**src/rtl/rs_entry_alloc.sv**
```systemverilog
// Dispatch-side allocator for the reservation station: owns entry valid bits, hands out
// up to two free entries per cycle (slot 0 from the low end, slot 1 from the high end).
module rs_entry_alloc #(
  parameter int N     = 8,
  parameter int IDX_W = $clog2(N),
  parameter int CNT_W = $clog2(N + 1)
) (
  input  logic             clock,
  input  logic             reset,
  input  logic [1:0]       disp_req,
  input  logic [N-1:0]     free_mask,
  input  logic             squash,
  output logic [1:0]       alloc_gnt,
  output logic [N-1:0]     alloc_oh0,
  output logic [N-1:0]     alloc_oh1,
  output logic [IDX_W-1:0] alloc_idx0,
  output logic [IDX_W-1:0] alloc_idx1,
  output logic [N-1:0]     valid_out,
  output logic [CNT_W-1:0] free_cnt,
  output logic             full,
  output logic             stall,
  output logic [IDX_W-1:0] rr_sel
);

  localparam logic [N-1:0] ONE_HOT_LSB = {{(N-1){1'b0}}, 1'b1};

  function automatic logic [CNT_W-1:0] popcount(input logic [N-1:0] v);
    logic [CNT_W-1:0] c;
    c = '0;
    for (int i = 0; i < N; i++) begin
      c = c + CNT_W'(v[i]);
    end
    return c;
  endfunction

  function automatic logic [IDX_W-1:0] lowest_idx(input logic [N-1:0] v);
    logic [IDX_W-1:0] idx;
    idx = '0;
    for (int i = N - 1; i >= 0; i--) begin
      if (v[i]) begin
        idx = IDX_W'(i);
      end
    end
    return idx;
  endfunction

  function automatic logic [IDX_W-1:0] highest_idx(input logic [N-1:0] v);
    logic [IDX_W-1:0] idx;
    idx = '0;
    for (int i = 0; i < N; i++) begin
      if (v[i]) begin
        idx = IDX_W'(i);
      end
    end
    return idx;
  endfunction

  logic [N-1:0]     valid_q, valid_d;
  logic [IDX_W-1:0] rr_q, rr_d;
  logic [N-1:0]     free_set;
  logic [CNT_W-1:0] free_count;
  logic [IDX_W-1:0] lo_idx, hi_idx;
  logic             gnt0, gnt1;
  logic [N-1:0]     oh0, oh1;

  // Grant selection from the registered free set; freed entries become usable next cycle.
  always_comb begin
    free_set   = ~valid_q;
    free_count = popcount(free_set);
    lo_idx     = lowest_idx(free_set);
    hi_idx     = highest_idx(free_set);
    // Slot 1 needs slot 0 too (in-order dispatch) and a second free entry so the ends never meet.
    gnt0       = disp_req[0] & (free_count >= CNT_W'(1'b1)) & ~squash;
    gnt1       = disp_req[1] & disp_req[0] & (free_count >= CNT_W'(2'd2)) & ~squash;
    if (gnt0) begin
      oh0 = ONE_HOT_LSB << lo_idx;
    end else begin
      oh0 = '0;
    end
    if (gnt1) begin
      oh1 = ONE_HOT_LSB << hi_idx;
    end else begin
      oh1 = '0;
    end
  end

  // Next-state: reset beats squash beats normal free/allocate update.
  always_comb begin
    valid_d = valid_q;
    rr_d    = rr_q;
    if (reset) begin
      valid_d = '0;
      rr_d    = '0;
    end else if (squash) begin
      valid_d = '0;
      rr_d    = rr_q;
    end else begin
      valid_d = (valid_q & ~free_mask) | oh0 | oh1;
      if (|(free_mask & valid_q)) begin
        rr_d = rr_q + IDX_W'(1'b1);
      end else begin
        rr_d = rr_q;
      end
    end
  end

  // State registers.
  always_ff @(posedge clock) begin
    valid_q <= valid_d;
    rr_q    <= rr_d;
  end

  assign alloc_gnt  = {gnt1, gnt0};
  assign alloc_oh0  = oh0;
  assign alloc_oh1  = oh1;
  assign alloc_idx0 = gnt0 ? lo_idx : '0;
  assign alloc_idx1 = gnt1 ? hi_idx : '0;
  assign valid_out  = valid_q;
  assign free_cnt   = free_count;
  assign full       = (free_count == '0);
  assign stall      = (|disp_req) & ({gnt1, gnt0} != disp_req);
  assign rr_sel     = rr_q;

endmodule

```
**config.mk**
```make
export PLATFORM = sky130hd
export DESIGN_NAME = rs_entry_alloc
export DESIGN_NICKNAME = d
export VERILOG_FILES = /design/src/rtl/rs_entry_alloc.sv
export SDC_FILE = /design/constraint.sdc
export NUM_CORES = 1
export LEC_CHECK = 0
export CAP_MARGIN = 30
export CORE_MARGIN = 10
export CORE_UTILIZATION = 40
export CTS_CLUSTER_SIZE = 25
export DETAILED_ROUTE_END_ITERATION = 10
export GPL_ROUTABILITY_DRIVEN = 0
export PLACE_DENSITY_LB_ADDON = 0.08
export SYNTH_ARGS = -nofsm -noshare
export SYNTH_HDL_FRONTEND = slang
export SYNTH_SLANG_ARGS = --single-unit
```
**constraint.sdc**
```tcl
create_clock -name clock -period 6.15 [get_ports clock]
set_clock_uncertainty 0.1 [all_clocks]
set_input_delay 1.5375 -clock clock [delete_from_list [all_inputs] [get_ports clock]]
set_output_delay 1.5375 -clock clock [all_outputs]
set_load 0.1 [all_outputs]
```
==> results of run 1 <==
==> area by class of cell <==
type                            count  area (um2)  share of cell area [%]
Multi-Input combinational cell    105         927                    45.2
Timing Repair Buffer               54         763                    37.2
Sequential cell                    11         234                    11.4
Inverter                           15        63.8                    3.11
Tap cell                           30        37.5                    1.83
Clock buffer                        3        22.5                    1.10
Clock inverter                      1        5.00                   0.244
==> synth_stat cells (all sizes together) (2+ instances only) <==
| library cell | count |
|---|---|
| a2bb2oi | 2 |
| a21oi | 4 |
| nand2 | 8 |
| o31a | 3 |
| and4 | 2 |
| inv | 15 |
| o22ai | 2 |
| a22oi | 4 |
| nor2 | 22 |
| buf | 5 |
| dfxtp | 11 |
| xor2 | 2 |
| fa | 4 |
| a31oi | 2 |
| nand3 | 6 |
| ha | 4 |
| nor3 | 6 |
| nor2b | 5 |
| a311o | 2 |
| o21ai | 3 |
| and3 | 3 |
==> through the flow <==
| step | total power, uW | instance area, um2 | instances | setup TNS (ps) |
|---|---|---|---|---|
| final | 225 | 2050 | 219 | 0 |
| after global routing | 234 | 2050 | 219 | 0 |
| after CTS | 225 | 2050 | 219 | 0 |
| after detailed placement | 173 | 2030 | 215 | 0 |
| after global placement | 171 | 2030 | 215 | 0 |
| after floorplan | 141 | 1260 | 136 | -5110 |
==> worst paths after layout <==
check | to | startpoint
min | rr_sel[2] | rr_sel[2]
max | alloc_oh0[2] | valid_out[0]
max reg2reg | valid_out[7] | valid_out[0]
min reg2reg | rr_sel[2] | rr_sel[2]
==> flip-flops by register name, summed over array words and instances, names as in the netlist <==
name	count
rr_sel	3
valid_out	8
==> power breakdown <==
group	switching, uW	internal [uW]	total, uW
logic	67.6	32.4	100
clock network	29.3	24.2	53.5
registers	1.12	70.6	71.7
total	98.0	127	225
==> metal layers <==
metal / up-vias / track usage (%) / routed length [um]
met3: 20 / 7.44 / 537
li1: 600 / - / -
met5: - / 0 / 0
met4: 0 / 4.95 / 131
met1: 658 / 18.0 / 1540
met2: 95 / 28.9 / 2180
==> worst max-delay path: stages, from the launching register on <==
cell,delay [ps]
dfxtp_4,390
inv_2,50
fa_1,550
fa_1,440
fa_1,480
ha_2,220
fa_2,660
nor2b_2,80
and4_4,220
nor4_4,320
nand3_2,180
clkinvlp_4,150
buf_12,170
==> kinds of logic after synthesis <==
| kind of cell | after synthesis |
|---|---|
| xor gates and xnor gates | 3 |
| DFF | 11 |
| buffers and inverters | 20 |
| and+or+nand+nor | 58 |
| adders and majority gates | 8 |
| AOI/OAI and AO/OA | 35 |
| muxes | 1 |
==> layout by cell type (no fill, tap or decap), types with 3 or more instances in the layout <==
master / synthesis / final
a21oi_1: 4 / 4
a22oi_1: 4 / 4
buf_12: 0 / 24
buf_4: 2 / 7
clkbuf_4: 0 / 3
clkdlybuf4s50_1: 0 / 23
dfxtp_1: 11 / 6
dfxtp_4: 0 / 3
fa_1: 4 / 3
ha_1: 4 / 3
inv_1: 14 / 9
inv_2: 1 / 4
nand2_1: 8 / 8
nand3_2: 0 / 3
nor2_1: 21 / 10
nor2_4: 0 / 11
nor2b_1: 3 / 3
nor3_4: 0 / 3
o31a_1: 3 / 3
==> flow_summary_export.csv, run 1 <==
group,metric,value,unit
status,status,"complete, no violations",
logic_synthesis,synth-seq-cells,11,
run,maxCapViolations,0,
detailed_routing,drt-pass1-iter-count,5,
critical_path,arrival,4200,ps
pwr,power_leakage,0.000702,uW
logic_synthesis,ys_seq_area_share,20.5,%
sta,holdWs,423,ps
cts,hold_buffers,0,
cts,post-cts-setup-buffers,0,
sta,min_period,5830,ps
critical_path,cp-start-kind,"flip-flop",
logic_synthesis,ys_warn_count,0,
placement,portBuffers,53,
sta,maxSlewHeadroom,33.4,%
cells_and_area,antennaDiodeCount,0,
critical_path,path_max_fanout,6,
sta,fmax,0.171,GHz
global_routing,grt-ovfl-total,0,
global_routing,grt_use_total,16.8,%
logic_synthesis,synthesis.area,0.00107,mm2
floorplan,chipHeight,71.8,um
pwr,p_per_area,110,mW/mm2
cts,cts.sink_count,11,
logic_synthesis,netlist_top_cells_area,"dfxtp_1 21%, fa_1 7.5%, nor2_1 7.3%",
floorplan,die_w,71.8,um
cells_and_area,synthToLayoutAreaGrowth,91.3,%
logic_synthesis,yosys.area.top_type,"dfxtp_1",
cts,worst_skew_pair.late_latency,280,ps
sta,period_share,94.8,%
logic_synthesis,synth_cells,136,
sta,rsz0062_at_grt,"no",
detailed_routing,wl,4400,um
detailed_routing,antenna_left,0,
placement,dpl_worst_slack,650,ps
logic_synthesis,synth_fa_ha_area_share,12.1,%
cells_and_area,final_util,81.4,%
cts,cts_tree,"built",
global_routing,grt_pass1_wl,7110,um
sta,setup_slack,317,ps
logic_synthesis,yosys.area_share.simple,29.7,%
cells_and_area,fill_cells,156,
sta,worstMarginPinSlew,996,ps
logic_synthesis,yosys.cell_types.count,49,
logic_synthesis,synth_flop_cell,"dfxtp_1",
logic_synthesis,synth_xor_area_share,2.45,%
detailed_routing,drt_iter0_drc,121,
placement,dp_hpwl,3650,um
cts,path_clk_slew,80,ps
critical_path,worst_ep_required_time,4510,ps
critical_path,r2r_cells,10,
detailed_routing,dr_total_vias,1373,
cells_and_area,drive_above_1_share,42.3,%
global_routing,antenna_found_initial,0,
cts,htree_levels,1,
floorplan,core_area,0.00252,mm2
floorplan,die_area,0.00516,mm2
critical_path,regToRegSetupSlack,2090,ps
floorplan,rows,18,
hold_path,min_path_cells,2,
logic_synthesis,synth_nets,157,
detailed_routing,drc,0,
detailed_routing,avgViaCountPerCell,6.27,
critical_path,worstSetupEndpointType,"output pin",
logic_synthesis,synth-async-reset-ratio,0,%
logic_synthesis,synth_top_area_share,20.5,%
cts,root_buffer,"clkbuf_4",
logic_synthesis,synth_compound_gate_area_share,26.2,%
floorplan,io_pins,54,
sta,setup_viol,0,
pwr,ir_drop,152,uV
logic_synthesis,synth_edf_count,0,
sta,drv_slew,0,
floorplan,start_util,42.6,%
cts,cts_buffers,3,
cells_and_area,nNetsFinal,211,
global_routing,grt_max_degree,13,
cts,post_cts_resized,0,
cts,clockBufferDepth,2,
sta,hold_violations,0,
hold_path,holdCritPathClass,"flip-flop to flip-flop",
logic_synthesis,synth_mux_area_share,0.932,%
critical_path,critPathKind,"flip-flop to output pin",
logic_synthesis,synth_top_family_by_area,"simple AND/OR/NAND/NOR gates",
global_routing,grt_pass1_vias,1401,
detailed_routing,wl_per_cell,20.1,um
logic_synthesis,synth.avg_cell_area,7.89,um2
No activity file was read; power rests on OpenSTA's default activity.
==> inputs of run 2 (changes only) <==
--- a/config.mk
+++ b/config.mk
@@ -15,3 +15,4 @@
 export SYNTH_ARGS = -nofsm -noshare
 export SYNTH_HDL_FRONTEND = slang
 export SYNTH_SLANG_ARGS = --single-unit
+export TNS_END_PERCENT = 5
==> constraint.sdc (replaced) <==
create_clock -name clock -period 6.4 [get_ports clock]
set_clock_uncertainty 0.1 [all_clocks]
set_input_delay 1.6 -clock clock [delete_from_list [all_inputs] [get_ports clock]]
set_output_delay 1.6 -clock clock [all_outputs]
set_load 0.1 [all_outputs]
==> flow_summary_export.csv, run 2 (synthesized netlist as in run 1, its figures left out) <==
group,metric,value,unit
status,status,"complete, no violations",
global_routing,grt_max_degree,13,
sta,drv_slew,0,
global_routing,grt_pass1_wl,6330,um
global_routing,antenna_found_initial,0,
cts,post-cts-setup-buffers,0,
pwr,ir_drop,103,uV
critical_path,path_cells,"inv_2, fa_1, fa_1, fa_1, ha_2, fa_2, nor2b_2, a311o_1, inv_2, nand3_1, nor3_2, buf_12",
sta,hold_violations,0,
pwr,p_per_area,121,mW/mm2
floorplan,rows,18,
sta,period_share,94.6,%
floorplan,start_util,42.6,%
critical_path,cp-start-kind,"flip-flop",
critical_path,r2r_cells,12,
critical_path,path_buf_inv,3,
global_routing,busiest_layer,"met2",
cells_and_area,layout.cells.non_filler,218,
placement,portBuffers,53,
cells_and_area,synthToLayoutAreaGrowth,58.2,%
global_routing,gr-usage-met2,22.3,%
detailed_routing,drt-pass1-iter-count,4,
critical_path,worst_ep_required_time,4700,ps
cts,hold_buffers,0,
pwr,power_leakage,0.000611,uW
cts,cts_buffers,3,
detailed_routing,wl,3940,um
detailed_routing,drc,0,
detailed_routing,dr_total_vias,1267,
cells_and_area,antennaDiodeCount,0,
cts,path_clk_slew,100,ps
sta,setup_viol,0,
floorplan,die_area,0.00516,mm2
critical_path,worstSetupEndpointType,"output pin",
cells_and_area,largest_reg_flops,8,
critical_path,regToRegSetupSlack,2210,ps
cts,post_cts_resized,0,
placement,place_inst,214,
sta,fmax,0.165,GHz
floorplan,chipHeight,71.8,um
floorplan,die_w,71.8,um
global_routing,grt-ovfl-total,0,
critical_path,slowest_delay,650,ps
cts,cts_tree,"built",
cts,root_buffer,"clkbuf_4",
detailed_routing,antenna_left,0,
global_routing,grt_use_met1,18.3,%
cts,cts.sink_count,11,
cts,worst_skew_pair.late_latency,290,ps
hold_path,min_path_cells,2,
cells_and_area,drive_above_1_share,34.6,%
sta,maxSlewHeadroom,34.1,%
critical_path,slowest_stage,"fa_2",
hold_path,holdCritPathClass,"flip-flop to flip-flop",
detailed_routing,wl_per_cell,18.1,um
pwr,finalPower,205,uW
cells_and_area,stdcell_area,0.00170,mm2
cts,clockBufferDepth,2,
placement,dp_hpwl,3240,um
floorplan,io_pins,54,
critical_path,path_max_fanout,9,
detailed_routing,avgViaCountPerCell,5.81,
critical_path,cp.depth,12,
cells_and_area,nNetsFinal,210,
cts,htree_levels,1,
global_routing,grt_use_total,14.8,%
global_routing,use_met3,6.34,%
run,maxCapViolations,0,
critical_path,arrival,4360,ps
sta,worstMarginPinSlew,985,ps
global_routing,grt_pass1_vias,1247,
critical_path,critPathKind,"flip-flop to output pin",
placement,place_area,0.00167,mm2
sta,min_period,6060,ps
critical_path,critPathTopFamily,"adder cells",
floorplan,core_area,0.00252,mm2
sta,finalSetupTns,0,ps
sta,rsz0062_at_grt,"no",
sta,holdWs,437,ps
detailed_routing,drt_iter0_drc,120,
cells_and_area,mostFrequentLayoutCells,"24 x clkdlybuf4s50_1, 24 x buf_4, 21 x nor2_1, 9 x inv_1, 8 x nand2_1",
critical_path,cpMostUsedCell,"fa_1",
==> run 2: cell count changes in the layout (fill, tap and decap cells not counted) <==
cell,change
nor2b_2,+1
nand3_1,+1
nor3_2,+3
clkbuf_1,+1
nor3_4,-3
buf_12,-19
clkdlybuf4s50_1,+1
nand3_2,-1
clkinv_2,-1
nor2b_4,-1
nor2_4,-11
buf_4,+17
nor2_1,+11
==> run 2: final cells by class <==
cell class / count / area, um2
Multi-Input combinational cell: 105 / 816
Tap cell: 30 / 37.5
Inverter: 15 / 63.8
Timing Repair Buffer: 53 / 520
Fill cell: 231 / 825
Sequential cell: 11 / 234
Clock buffer: 4 / 26.3
==> run 2: metrics by stage <==
step                      utilization (%)  setup WS (ps)
after floorplan                         -           -716
after global placement               66.3            782
after detailed placement             66.3            688
after CTS                            67.3            368
after global routing                 67.3            228
final                                67.3            344
==> run 2: where the power goes <==
group          internal, uW  switching [uW]  leakage (uW)
clock network          24.2            29.1     0.0000150
logic                  22.5            60.3      0.000504
registers              67.8           0.962     0.0000921
==> run 2: path summary, 6_finish.rpt <==
check | startpoint | to
worst max register to register | valid_out[0] | valid_out[2]
worst min register to register | rr_sel[2] | rr_sel[2]
worst max-delay path | valid_out[0] | alloc_oh1[4]
worst min-delay path | rr_sel[2] | rr_sel[2]
==> run 2: metal layers <==
layer | vias to the layer above | share of wire (%)
li1 | 597 | -
met1 | 592 | 42
met2 | 73 | 45
met3 | 5 | 12
met4 | 0 | 1.0
met5 | - | 0
==> run 2: worst reg2reg max path, delay by kind of cell, from the launching register on <==
kind | cells | cell delay (ps)
DFF | 1 | 390
adders and majority gates | 5 | 2210
buffers and inverters | 2 | 170
AOI/OAI and AO/OA | 3 | 720
and+or+nand+nor | 2 | 470
==> inputs of run 3 (changes only) <==
--- a/config.mk
+++ b/config.mk
@@ -8,10 +8,12 @@
 export CAP_MARGIN = 30
 export CORE_MARGIN = 10
 export CORE_UTILIZATION = 40
+export CTS_CLUSTER_DIAMETER = 120
 export CTS_CLUSTER_SIZE = 25
 export DETAILED_ROUTE_END_ITERATION = 10
 export GPL_ROUTABILITY_DRIVEN = 0
 export PLACE_DENSITY_LB_ADDON = 0.08
+export SKIP_CTS_REPAIR_TIMING = 1
 export SYNTH_ARGS = -nofsm -noshare
 export SYNTH_HDL_FRONTEND = slang
 export SYNTH_SLANG_ARGS = --single-unit
==> results of run 3 <==
The final DEF is identical to that of run 2; final timing and power are the same.
